File: src/rtl/rf_wr_arbiter.sv
// rtl/rf_wr_arbiter.sv - register-file write-port arbiter between the main pipeline and a buffered multi-cycle unit
//
// Ports:
//   clk, rst_n                           clock, synchronous active-low reset
//   PIPE_wr_en/PIPE_rd_sel/PIPE_rd_val   pipeline writeback request (priority, no backpressure except STALL)
//   MCU_req_valid/MCU_rd_sel/MCU_rd_val  multi-cycle unit write request into a 2-entry buffer
//   MCU_req_ready                        buffer has room this cycle
//   WB_wr_en/WB_rd_sel/WB_rd_val/WB_src  registered register-file write (src 0 = pipeline, 1 = MCU)
//   STALL                                registered one-cycle pipeline freeze to drain a starved MCU head
//   PEND_mask                            registers targeted by buffered MCU entries (bit 0 always 0)

module rf_wr_arbiter #(
    parameter int STARVE_MAX = 4
) (
    input  logic        clk,
    input  logic        rst_n,
    input  logic        PIPE_wr_en,
    input  logic [4:0]  PIPE_rd_sel,
    input  logic [31:0] PIPE_rd_val,
    input  logic        MCU_req_valid,
    input  logic [4:0]  MCU_rd_sel,
    input  logic [31:0] MCU_rd_val,
    output logic        MCU_req_ready,
    output logic        WB_wr_en,
    output logic [4:0]  WB_rd_sel,
    output logic [31:0] WB_rd_val,
    output logic        STALL,
    output logic [31:0] PEND_mask,
    output logic        WB_src
);

    // Buffer storage: entry 0 is always the head; a pop shifts entry 1 down.
    logic [1:0]  count;
    logic [4:0]  fifo_sel [2];
    logic [31:0] fifo_val [2];
    logic [3:0]  starve;

    logic        pipe_req;
    logic        fifo_nonempty;
    logic        grant_fifo;
    logic        push;
    logic [1:0]  cnt_after_pop;
    logic [3:0]  starve_next;
    logic        stall_next;

    assign MCU_req_ready = (count != 2'd2);
    assign fifo_nonempty = (count != 2'd0);

    // A pipeline write to r0 is a no-op, and any pipeline write during STALL
    // is re-presented next cycle, so neither competes for the port.
    assign pipe_req   = PIPE_wr_en && (PIPE_rd_sel != 5'd0) && !STALL;
    assign grant_fifo = !pipe_req && fifo_nonempty;

    // r0 requests are handshaken so the MCU can retire them, but never stored.
    assign push          = MCU_req_valid && MCU_req_ready && (MCU_rd_sel != 5'd0);
    assign cnt_after_pop = count - {1'b0, grant_fifo};

    assign starve_next = (!fifo_nonempty || grant_fifo) ? 4'd0 : starve + 4'd1;
    // The stall cycle always grants the head, which clears starve_next, so
    // STALL can never repeat back to back.
    assign stall_next  = (starve_next == 4'(STARVE_MAX));

    // Mask is built from stored entries only: a popped entry drops out once
    // the pop has been registered, and there is no path from PIPE_* inputs.
    always_comb begin
        PEND_mask = 32'd0;
        if (count != 2'd0) begin
            PEND_mask[fifo_sel[0]] = 1'b1;
        end
        if (count == 2'd2) begin
            PEND_mask[fifo_sel[1]] = 1'b1;
        end
        PEND_mask[0] = 1'b0;
    end

    always_ff @(posedge clk) begin
        if (!rst_n) begin
            count       <= 2'd0;
            fifo_sel[0] <= 5'd0;
            fifo_sel[1] <= 5'd0;
            fifo_val[0] <= 32'd0;
            fifo_val[1] <= 32'd0;
        end else begin
            if (grant_fifo) begin
                fifo_sel[0] <= fifo_sel[1];
                fifo_val[0] <= fifo_val[1];
            end
            // Writing after the shift lets a same-cycle push land behind the
            // surviving entry, preserving order.
            if (push) begin
                if (cnt_after_pop == 2'd0) begin
                    fifo_sel[0] <= MCU_rd_sel;
                    fifo_val[0] <= MCU_rd_val;
                end else begin
                    fifo_sel[1] <= MCU_rd_sel;
                    fifo_val[1] <= MCU_rd_val;
                end
            end
            count <= cnt_after_pop + {1'b0, push};
        end
    end

    always_ff @(posedge clk) begin
        if (!rst_n) begin
            starve    <= 4'd0;
            STALL     <= 1'b0;
            WB_wr_en  <= 1'b0;
            WB_rd_sel <= 5'd0;
            WB_rd_val <= 32'd0;
            WB_src    <= 1'b0;
        end else begin
            starve   <= starve_next;
            STALL    <= stall_next;
            WB_wr_en <= pipe_req || grant_fifo;
            if (pipe_req) begin
                WB_rd_sel <= PIPE_rd_sel;
                WB_rd_val <= PIPE_rd_val;
                WB_src    <= 1'b0;
            end else if (grant_fifo) begin
                WB_rd_sel <= fifo_sel[0];
                WB_rd_val <= fifo_val[0];
                WB_src    <= 1'b1;
            end
        end
    end

endmodule

File: config.mk
export PLATFORM = sky130hd
export DESIGN_NAME = rf_wr_arbiter
export DESIGN_NICKNAME = d
export VERILOG_FILES = /design/src/rtl/rf_wr_arbiter.sv
export SDC_FILE = /design/constraint.sdc
export NUM_CORES = 1
export LEC_CHECK = 0
export ABC_AREA = 0
export ABC_CLOCK_PERIOD_IN_PS = 6300
export CAP_MARGIN = 25
export CORE_ASPECT_RATIO = 0.5
export CORE_MARGIN = 3
export CORE_UTILIZATION = 37
export CTS_BUF_LIST = sky130_fd_sc_hd__clkbuf_16
export DETAILED_ROUTE_END_ITERATION = 8
export GPL_ROUTABILITY_DRIVEN = 1
export SYNTH_ARGS = -nofsm -noshare
export SYNTH_HDL_FRONTEND = slang
export SYNTH_SLANG_ARGS = --single-unit
File: constraint.sdc
create_clock -name clk -period 6.3 [get_ports clk]
set_clock_uncertainty 0.1 [all_clocks]
set_input_delay 1.26 -clock clk [delete_from_list [all_inputs] [get_ports clk]]
set_output_delay 1.26 -clock clk [all_outputs]
set_load 0.02 [all_outputs]
**Yosys cells after proc, flatten, opt, wreduce, memory -nomap -nowiden**

Memories as Yosys holds them, arrays and structs flattened.
Cells that the tools add are included.

- Equality and inequality tests: 3
- Bitwise logic cells: 8
- Muxes and demuxes: 29
- Order comparisons: 4
- Reduce and logical (&&, ||, !) cells: 18
- $add $sub $neg: 3

Operators by type and width:

| cell | number |
|---|---|
| 32-bit 2-to-1 mux | 7 |
| 32-bit bitwise OR | 1 |
| 5-bit 2-to-1 mux | 5 |
| 1-bit 2-to-1 mux | 14 |
| 5-bit by 6-bit < comparator with 1-bit output, second input constant | 2 |
| 1-bit demux with 5-bit select | 2 |
| 5-bit by 1-bit >= comparator with 1-bit output, second input constant | 2 |
| 5-bit nonzero test | 2 |
| 1-bit logical AND | 7 |
| 1-bit bitwise OR | 6 |
| 4-bit by 1-bit adder with 4-bit output, second input constant | 1 |
| 4-bit by 3-bit equality test with 1-bit output, second input constant | 1 |
| 4-bit 2-to-1 mux | 1 |
| 2-bit nonzero test | 2 |
| 1-bit zero test | 3 |
| 2-bit by 1-bit adder with 2-bit output | 1 |
| 2-bit equality test, second input constant | 1 |
| 2-bit zero test | 1 |
| 1-bit logical OR | 2 |
| 2-bit inequality test, second input constant | 1 |
| 2-bit OR reduction | 1 |
| 2-bit by 1-bit subtractor with 2-bit output | 1 |
| 1-bit NOT | 1 |

- RAM bits: 74
- Memories kept: 2
- Output and inout port bits: 73
- Register bits after elaboration: 46
- Input port bits: 78

Memories:

| memory | words | width | rd ports | clocked after Yosys merged registers in | wr ports | line | text |
|---|---|---|---|---|---|---|---|
| fifo_val | 2 | 32 | 2 | 0 | 2 | 35 | `logic [31:0] fifo_val [2];` |
| fifo_sel | 2 | 5 | 2 | 0 | 2 | 34 | `logic [4:0] fifo_sel [2];` |

**Logic depth before layout (Yosys ltp)**

Gate-level depths: netlist (run 1).

- Word-level depth: 12
- Gate-level depth with buffers: 11

**Worst setup path after synthesis (run 1)**

Ideal clock, no wire load.

- Path type: input port to flip-flop
- Start point: input port PIPE_rd_sel[0]
- End point: memory fifo_sel[0][0] (enable)
- Buffers on the path: 1
- Slack: 1.029 ns
- Cell stages on the path: 8
- Data arrival time: 4.723 ns
- Cells stage by stage: or4_4 -> o21a_1 -> nor2_1 -> ha_1 -> and3_1 -> o2111ai_1 -> clkbuf_1 -> o221ai_1

RTL lines:

| what | line | text |
|---|---|---|
| from (decl) | 18 | `input logic [4:0] PIPE_rd_sel,` |
| to (decl) | 34 |  |

**Final worst setup path (run 1)**

- Start point: register count[1]
- End point: output port PEND_mask[13]

- Word-level cells in the longest chain between the ends: 4
- Elaborated cells on any way between the ends: 5
- Those cells by class: 1 x eq/ne; 2 x mux; 1 x bitwise; 1 x reduce/logical

Ends and longest elaborated chain:

| what | line | text |
|---|---|---|
| from (decl) | 33 | `logic [1:0] count;` |
| from (signal assigned) | 99 | `count <= cnt_after_pop + {1'b0, push};` |
| 2-bit nonzero test | 67 | `if (count != 2'd0) begin` |
| 32-bit 2-to-1 mux | 67 |  |
| 32-bit bitwise OR (no source line) | -- |  |
| 32-bit 2-to-1 mux (*) | 70 | `if (count == 2'd2) begin` |
| to (decl) | 28 | `output logic [31:0] PEND_mask,` |

Mark *: on every way between the ends. The rest lies on a longest branch, timed or not.

==> metrics, run 1 <==
setup ws final 1.82 ns; TNS Setup 0 ns; Worst IR Drop VDD 0.199 mV; vias per cell 5.34; Least-Margin Pin Slew 0.935 ns; Clock transition at path regs 0.05 ns; fmax 0.223 GHz; min Tclk post-route 4.48 ns; leakage 3.11 nW; Pwr Total 3.19 mW; final net count 778; Residual DRC 0; WP buf/inv 1; Min Hold Slack 0.392 ns; detailed-router iteration count before antenna repair 4; Die Ht 95.0 µm; CP Capture Type output port; pin count of the biggest net entering global routing 78; max_slew headroom 37.4%; first-pass GRT wire length 24.9 mm; Worst setup SP type register; Die Span X 184 µm; Die ar. 17500 µm²; register bit total from synthesis 120; max_cap viols 0; post-layout util 54.6%; Port Buffer Count 149; ys async rst share 0%; RSZ-0062 raised after global routing false; Setup CP Type reg -> out; root buf cell clkbuf_16; post-placement setup slack 1.46 ns; Max FO, Critical Path 40; CTS buffer count 17; Initial Utilization 39.1%; DR iter-0 viols 361; post-route cell area 8170 µm²; register area share after synthesis 53.7%; DR WL/cell 17.3 µm; Resized Gates After CTS 0; count of final setup violators 0; pins over their slew limit 0; I/O Pins 151; EDFF count, synth 74; ranking of synthesized cells by area edfxtp_1 38%, dfxtp_1 16%, nand3_1 6.1%; Diodes inserted 0; most common cell in the netlist nand2_1; non-filler instance count after layout 908; H-tree depth 4; mapped cell area 5860 µm²; crit-path cells or2_2, nand2_1, or2_2, o22ai_1, clkdlybuf4s50_1; Clk Latency, worst-skew pair 0.41 ns; HP Class reg -> reg; grt ovf 0; Core Box Area 15000 µm²; main flop type after synthesis edfxtp_1; CTS max path bufs 2; status complete, no violations; Post-CTS Hold Fix Bufs 0; yosys synthesis warning count 0; CP max stage delay 0.75 ns; share of cells above drive strength 1 11.4%; Synth cell types 41; Worst Path Arrival 3.12 ns; vias in the first global route 4664; Syn Nets 651; GPL Wtd Cong 0.782; dpl hpwl 10.1 mm; # Post-CTS Setup Buffers 0; Tcrit/Tclk final 71.1%; Rows 31; GR Util All Layers 18.2%; CP required 4.94 ns; cell family with most CP delay simple AND/OR/NAND/NOR gates; area grow syn2layout 39.5%; crit-path most repeated cell or2_2; # placed instances 875; Worst path slowest cell or2_2; Post-synth top cells 82 x nand2_1, 74 x edfxtp_1, 71 x nand3_1; CTS tree yes; Routed WL 15.7 mm; Avg Cell Area, Syn 10.3 µm²; Post-Synthesis Cells 570; antenna-violating nets left 0; initial antenna violation count 0; top-area cell type share of the netlist area 37.9%; fillcell total 1311; area leader, netlist edfxtp_1; final hold vios 0; clk sinks 120; pwr dens 390 nW/µm²; Via Count 4851; placed inst area 7490 µm²
[flip-flops by register name, summed over array words and instances, names as in the netlist]
| signal | count |
|---|---|
| fifo_val | 64 |
| WB_rd_val | 32 |
| fifo_sel | 10 |
| WB_rd_sel | 5 |
| starve | 4 |
| count | 2 |
| STALL | 1 |
| WB_src | 1 |
| WB_wr_en | 1 |
[final timing paths]
| kind | startpoint | to | slack, ns | cells past startpoint |
|---|---|---|---|---|
| worst max register to register | STALL | fifo_val[0][2] | 3.12 | 8 |
| worst min register to register | starve[0] | starve[0] | 0.39 | 1 |
| worst max-delay path | count[1] | PEND_mask[13] | 1.82 | 5 |
| worst min-delay path | starve[0] | starve[0] | 0.39 | 1 |
[worst register-to-register path, cell delays in order (launching register included)]
cell and delay [ns]:
dfxtp_1 0.32, nor2b_1 0.33, o21a_1 0.38, nor2_1 0.09, ha_1 0.23, nor2_1 0.22
o2111ai_4 0.16, o221ai_4 0.65, buf_4 0.39
[layout make-up]
type / count / area (µm²) / area share [%]
tap: 198 / 248 / 3.03
clock buffer: 17 / 425 / 5.21
timing repair buffer: 159 / 1590 / 19.4
clock inverter: 15 / 234 / 2.86
sequential: 120 / 3140 / 38.5
inverter: 3 / 11.3 / 0.138
multi-input combinational: 396 / 2520 / 30.9
[logic make-up (layout without fill, tap and decap cells)]
group,after synthesis,in the layout,synth area share [%]
and+or+nand+nor,235,235,20.2
AOI/OAI and AO/OA,152,152,20.3
DFF,120,120,53.7
buffers and inverters,54,194,4.29
adders and majority gates,3,3,0.641
xor gates and xnor gates,3,3,0.449
muxes,2,2,0.385
other,1,1,0.0640
[placed cells by master, fill, tap and decap left out, types with 2 or more instances in the layout]
master           synthesis  final
clkdlybuf4s50_1          0    148
o21ai_4                  0      2
or2_2                    2      2
nor2b_1                  3      3
mux2_2                   2      2
buf_4                    9      8
a22oi_1                  2      2
xnor2_1                  2      2
o21ai_0                 38     38
clkinv_4                 0      2
bufinv_16                0      6
nor2_1                   9      8
or3_1                    4      4
a21boi_1                 6      6
clkinvlp_4               0      2
ha_1                     3      3
or3b_2                   5      5
o211a_1                 35     35
or4_4                    2      2
nor3_1                   4      4
a21boi_2                23     23
nand2_1                 82     81
nand3_1                 71     71
nand4_1                  2      2
and2_1                  39     39
and3_1                   2      2
clkbuf_16                0     17
nand3b_1                 6      6
buf_12                   0      2
clkinv_2                 0      2
inv_1                    3      5
o22ai_1                 31     31
dfxtp_1                 46     46
edfxtp_1                74     74
a21boi_0                 9      9
o21a_1                   2      2
[per-layer routing]
layer	GRT usage (%)	wire length (µm)
met1	24.8	7580
met2	29.8	7180
met3	3.42	826
met4	5.47	150
met5	0	0
[where the power goes]
| part | internal [mW] | switching [mW] | leakage [nW] |
|---|---|---|---|
| Combinational | 0.369 | 0.527 | 1.62 |
| Clock | 0.737 | 0.355 | 0.323 |
| Sequential | 1.09 | 0.103 | 1.17 |
Power figures use the tool's default switching activity.
==> run 2, diff against run 1 <==
Settings changed: ABC_CLOCK_PERIOD_IN_PS 6300 to 4100, PLACE_DENSITY from default to 0.66.
Clock period 6.3 ns to 4.1 ns, I/O delays scaled along.
==> metrics, run 2 (synthesis gave the netlist of run 1 again) <==
status complete, no violations (unchanged); max reg flops 64 (unchanged); Post-CTS Hold Fix Bufs 0 (unchanged); DR iter-0 viols 393 (was 361); Clock transition at path regs 0.06 ns (was 0.05 ns); Worst IR Drop VDD 0.392 mV (was 0.199 mV); post-placement setup slack 0.248 ns (was 1.46 ns); fillcell total 1277 (was 1311); worst r2r src count[1] (was STALL); Diodes inserted 0 (unchanged); worst hold stages 1 (unchanged); max_slew headroom 60.0% (was 37.4%); Routed WL 15.8 mm (was 15.7 mm); Top Registers fifo_val: 64 flops, WB_rd_val: 32 flops, fifo_sel: 10 flops (unchanged); min Tclk post-route 3.49 ns; largest reg by FF count fifo_val (unchanged); Least-Margin Pin Slew 0.600 ns (was 0.935 ns); Worst path slowest cell clkdlybuf4s50_1 (was or2_2); clk sinks 120 (unchanged); antenna-violating nets left 0 (unchanged); # Post-CTS Setup Buffers 0 (unchanged); leakage 3.13 nW (was 3.11 nW); Tcrit/Tclk final 85.1%; CTS buffer count 17 (unchanged); Hold EP starve[0] (unchanged); Worst setup SP type register (unchanged); Via Count 4916 (was 4851); Initial Utilization 39.1% (unchanged); RSZ-0062 raised after global routing false (unchanged); crit-path cells nand2b_1, or3b_2, o22ai_1, clkdlybuf4s50_1 (was or2_2, nand2_1, or2_2, o22ai_1, clkdlybuf4s50_1); detailed-router iteration count before antenna repair 5 (was 4); share of cells above drive strength 1 12.3% (was 11.4%); I/O Pins 151 (unchanged); pins over their slew limit 0 (unchanged); vias in the first global route 4925 (was 4664); Clk Latency, worst-skew pair 0.41 ns (about the same); Die Ht 95.0 µm (unchanged); Critical R2R Capture fifo_val[0][4] (was fifo_val[0][2]); vias per cell 5.38 (was 5.34); CP max stage delay 0.64 ns (was 0.75 ns); TNS Setup 0 ns (unchanged); count of final setup violators 0 (unchanged); Sequential Area 3140 µm² (unchanged); max_cap viols 0 (unchanged); Residual DRC 0 (unchanged); Core Box Area 15000 µm² (unchanged); area grow syn2layout 40.2% (was 39.5%); Resized Gates After CTS 0 (unchanged); R2R depth 9 (was 8); CP required 3.18 ns (was 4.94 ns); Port Buffer Count 149 (unchanged); fmax 0.287 GHz; pwr dens 591 nW/µm² (was 390 nW/µm²); multi-input gate area in the final layout 2520 µm² (unchanged); CTS max path bufs 2 (unchanged); most common library cell in the layout ignoring fill and taps clkdlybuf4s50_1 (unchanged); reg2reg setup slack 1.36 ns (was 3.12 ns); Worst Path Arrival 2.57 ns (was 3.12 ns); Setup CP Type reg -> out (unchanged); grt ovf 0 (unchanged); Max FO, Critical Path 8 (was 40); source of the worst hold timing path starve[0] (unchanged); GPL Wtd Cong 0.723 (was 0.782); CTS tree yes (unchanged); GR Util All Layers 18.4% (was 18.2%); final hold vios 0 (unchanged); HP Class reg -> reg (unchanged); dpl hpwl 10.3 mm (was 10.1 mm); Die Span X 184 µm (unchanged); final net count 783 (was 778); Rows 31 (unchanged); first-pass GRT wire length 25.6 mm (was 24.9 mm); pin count of the biggest net entering global routing 75 (was 78); root buf cell clkbuf_16 (unchanged); DR WL/cell 17.3 µm (about the same); most frequent cells in the layout 148 x clkdlybuf4s50_1, 81 x nand2_1, 74 x edfxtp_1 (unchanged); Die ar. 17500 µm² (unchanged); H-tree depth 4 (unchanged); CP Capture Type output port (unchanged); initial antenna violation count 0 (unchanged); setup ws final 0.610 ns (was 1.82 ns)
run 2: per-stage QoR:
stage / std cells / utilization, % / hold slack (ns) / power, mW / cell area [µm²]
5_1_grt: 913 / 54.8 / 0.427 / 5.13 / 8210
3_3_place_gp: 881 / 50.6 / 0.367 / 3.22 / 7570
6_report: 913 / 54.8 / 0.377 / 4.85 / 8210
2_1_floorplan: 570 / - / 0.349 / 2.71 / 5860
4_1_cts: 913 / 54.8 / 0.385 / 4.89 / 8210
3_5_place_dp: 881 / 50.6 / 0.377 / 3.26 / 7570
run 2: critical path, delay by kind of cell (launching register included):
family          cells  cell delay [ns]
compound gates      1             0.19
buf+inv             1             0.64
flops               1             0.49
simple gates        2             0.84
run 2: per-layer routing:
| layer | GRT usage, % | vias to the layer above | wire (µm) |
|---|---|---|---|
| li1 | - | 2361 | - |
| met1 | 24.7 | 2386 | 7090 |
| met2 | 30.9 | 156 | 7540 |
| met3 | 3.85 | 13 | 964 |
| met4 | 4.40 | 0 | 166 |
| met5 | 0 | - | 0 |
run 2: area by class of cell:
type / count / area share [%]
Sequential cell: 120 / 38.3
Clock buffer: 17 / 5.18
Tap cell: 198 / 3.02
Timing Repair Buffer: 164 / 20.1
Multi-Input combinational cell: 396 / 30.7
Clock inverter: 15 / 2.59
Inverter: 3 / 0.137
run 2: worst max path at each step:
stage,from,to,slack (ns)
floorplan,PIPE_rd_sel[0],fifo_sel[0][0],0.12
global route,count[1],PEND_mask[2],0.47
detailed placement,PIPE_rd_sel[0],fifo_val[0][21],0.25
CTS,count[1],PEND_mask[18],0.60
global placement,PIPE_rd_sel[0],fifo_val[0][25],0.32
finish,count[1],PEND_mask[6],0.61
run 2: power by group:
group | switching, mW | total, mW | internal [mW]
registers | 0.160 | 1.84 | 1.68
clock network | 0.589 | 1.62 | 1.03
logic | 0.813 | 1.40 | 0.582
total | 1.56 | 4.85 | 3.29
==> run 3, diff against run 2 <==
Settings changed: PLACE_DENSITY 0.66 to 0.63.
==> metrics, run 3 (synthesis gave the netlist of run 1 again) <==
status complete, no violations (unchanged); GPL Wtd Cong 0.779 (was 0.723); initial antenna violation count 0 (unchanged); root buf cell clkbuf_16 (unchanged); first-pass GRT wire length 25.1 mm (was 25.6 mm); Tcrit/Tclk final 85.7% (was 85.1%); Top Registers fifo_val: 64 flops, WB_rd_val: 32 flops, fifo_sel: 10 flops (unchanged); Clock transition at path regs 0.05 ns (was 0.06 ns); count of final setup violators 0 (unchanged); CTS buffer count 17 (unchanged); RSZ-0062 raised after global routing false (unchanged); GR Util All Layers 18.4% (about the same); worst hold stages 1 (unchanged); DR WL/cell 17.3 µm (about the same); Die ar. 17500 µm² (unchanged); Min Hold Slack 0.397 ns (was 0.377 ns); DR iter-0 viols 328 (was 393); final net count 785 (was 783); Worst IR Drop VDD 0.401 mV (was 0.392 mV); Max FO, Critical Path 8 (unchanged); Setup CP Type reg -> out (unchanged); Die Span X 184 µm (unchanged); Post-CTS Hold Fix Bufs 0 (unchanged); grt ovf 0 (unchanged); vias per cell 5.37 (was 5.38); TNS Setup 0 ns (unchanged); Core Box Area 15000 µm² (unchanged); multi-input gate area in the final layout 2520 µm² (unchanged); max_cap viols 0 (unchanged); Resized Gates After CTS 0 (unchanged); post-route cell area 8200 µm² (was 8210 µm²); Via Count 4916 (unchanged); min Tclk post-route 3.51 ns (was 3.49 ns); Diodes inserted 0 (unchanged); Routed WL 15.8 mm (about the same); HP Class reg -> reg (unchanged); pins over their slew limit 0 (unchanged); final hold vios 0 (unchanged); fillcell total 1300 (was 1277); most frequent cells in the layout 148 x clkdlybuf4s50_1, 81 x nand2_1, 74 x edfxtp_1 (unchanged); Initial Utilization 39.1% (unchanged); Port Buffer Count 149 (unchanged); detailed-router iteration count before antenna repair 4 (was 5); Least-Margin Pin Slew 0.802 ns (was 0.600 ns); H-tree depth 4 (unchanged); share of cells above drive strength 1 12.6% (was 12.3%); CTS max path bufs 2 (unchanged); Sequential Area 3140 µm² (unchanged); max_slew headroom 46.3% (was 60.0%); post-layout util 54.7% (was 54.8%); area grow syn2layout 39.9% (was 40.2%); fmax 0.285 GHz (was 0.287 GHz); vias in the first global route 4760 (was 4925); clk sinks 120 (unchanged); placed inst area 7600 µm² (was 7570 µm²); Die Ht 95.0 µm (unchanged); CTS tree yes (unchanged); CP Capture Type output port (unchanged); pin count of the biggest net entering global routing 41 (was 75); # Post-CTS Setup Buffers 0 (unchanged); antenna-violating nets left 0 (unchanged); Rows 31 (unchanged); Worst Path Arrival 2.59 ns (was 2.57 ns); CP required 3.18 ns (about the same); leakage 3.12 nW (was 3.13 nW); dpl hpwl 10.5 mm (was 10.3 mm); pwr dens 577 nW/µm² (was 591 nW/µm²); Clk Latency, worst-skew pair 0.42 ns (was 0.41 ns); largest reg by FF count fifo_val (unchanged); I/O Pins 151 (unchanged); max reg flops 64 (unchanged); R2R depth 9 (unchanged); most common library cell in the layout ignoring fill and taps clkdlybuf4s50_1 (unchanged); Worst setup SP type register (unchanged); Residual DRC 0 (unchanged)
-- run 3: cell types whose count changed in the layout (fill, tap and decap cells not counted), sizes merged --
cell	change
bufinv	-2
buf	+2
clkinv	+3
inv	-1
-- run 3: worst max-delay path: stages, from the launching register on --
cell,delay [ns]
dfxtp_1,0.49
nand2b_1,0.24
or3b_2,0.62
o22ai_1,0.20
clkdlybuf4s50_1,0.64
-- run 3: final timing paths --
kind | from | slack, ns | endpoint
setup reg to reg | STALL | 1.43 | fifo_val[0][1]
hold reg to reg | starve[0] | 0.40 | starve[0]
setup / recovery | count[1] | 0.59 | PEND_mask[26]
hold / removal | starve[0] | 0.40 | starve[0]
-- run 3: cell type report --
type / instances / area share (%)
Multi-Input combinational cell: 396 / 30.8
Clock inverter: 15 / 2.06
Clock buffer: 17 / 5.19
Timing Repair Buffer: 166 / 20.5
Sequential cell: 120 / 38.4
Tap cell: 198 / 3.02
Inverter: 3 / 0.137
-- run 3: metal layers --
metal	share of wire [%]	GRT usage [%]	vias up
met5	0	0	-
met4	0.88	5.34	0
met3	5.1	4.16	12
met2	48	30.6	145
met1	46	24.3	2390
li1	-	-	2369
-- run 3: metrics by stage --
| step | setup slack [ns] | power (mW) | cells |
|---|---|---|---|
| after floorplan | 0.124 | 2.71 | 570 |
| after global placement | 0.363 | 3.24 | 883 |
| after detailed placement | 0.289 | 3.27 | 883 |
| after CTS | 0.613 | 4.78 | 915 |
| after global routing | 0.445 | 4.99 | 915 |
| final | 0.586 | 4.73 | 915 |
-- run 3: power by group --
group	total (mW)	internal (mW)	switching [mW]
clock	1.49	0.908	0.581
combinational	1.40	0.587	0.813
sequential	1.84	1.68	0.161
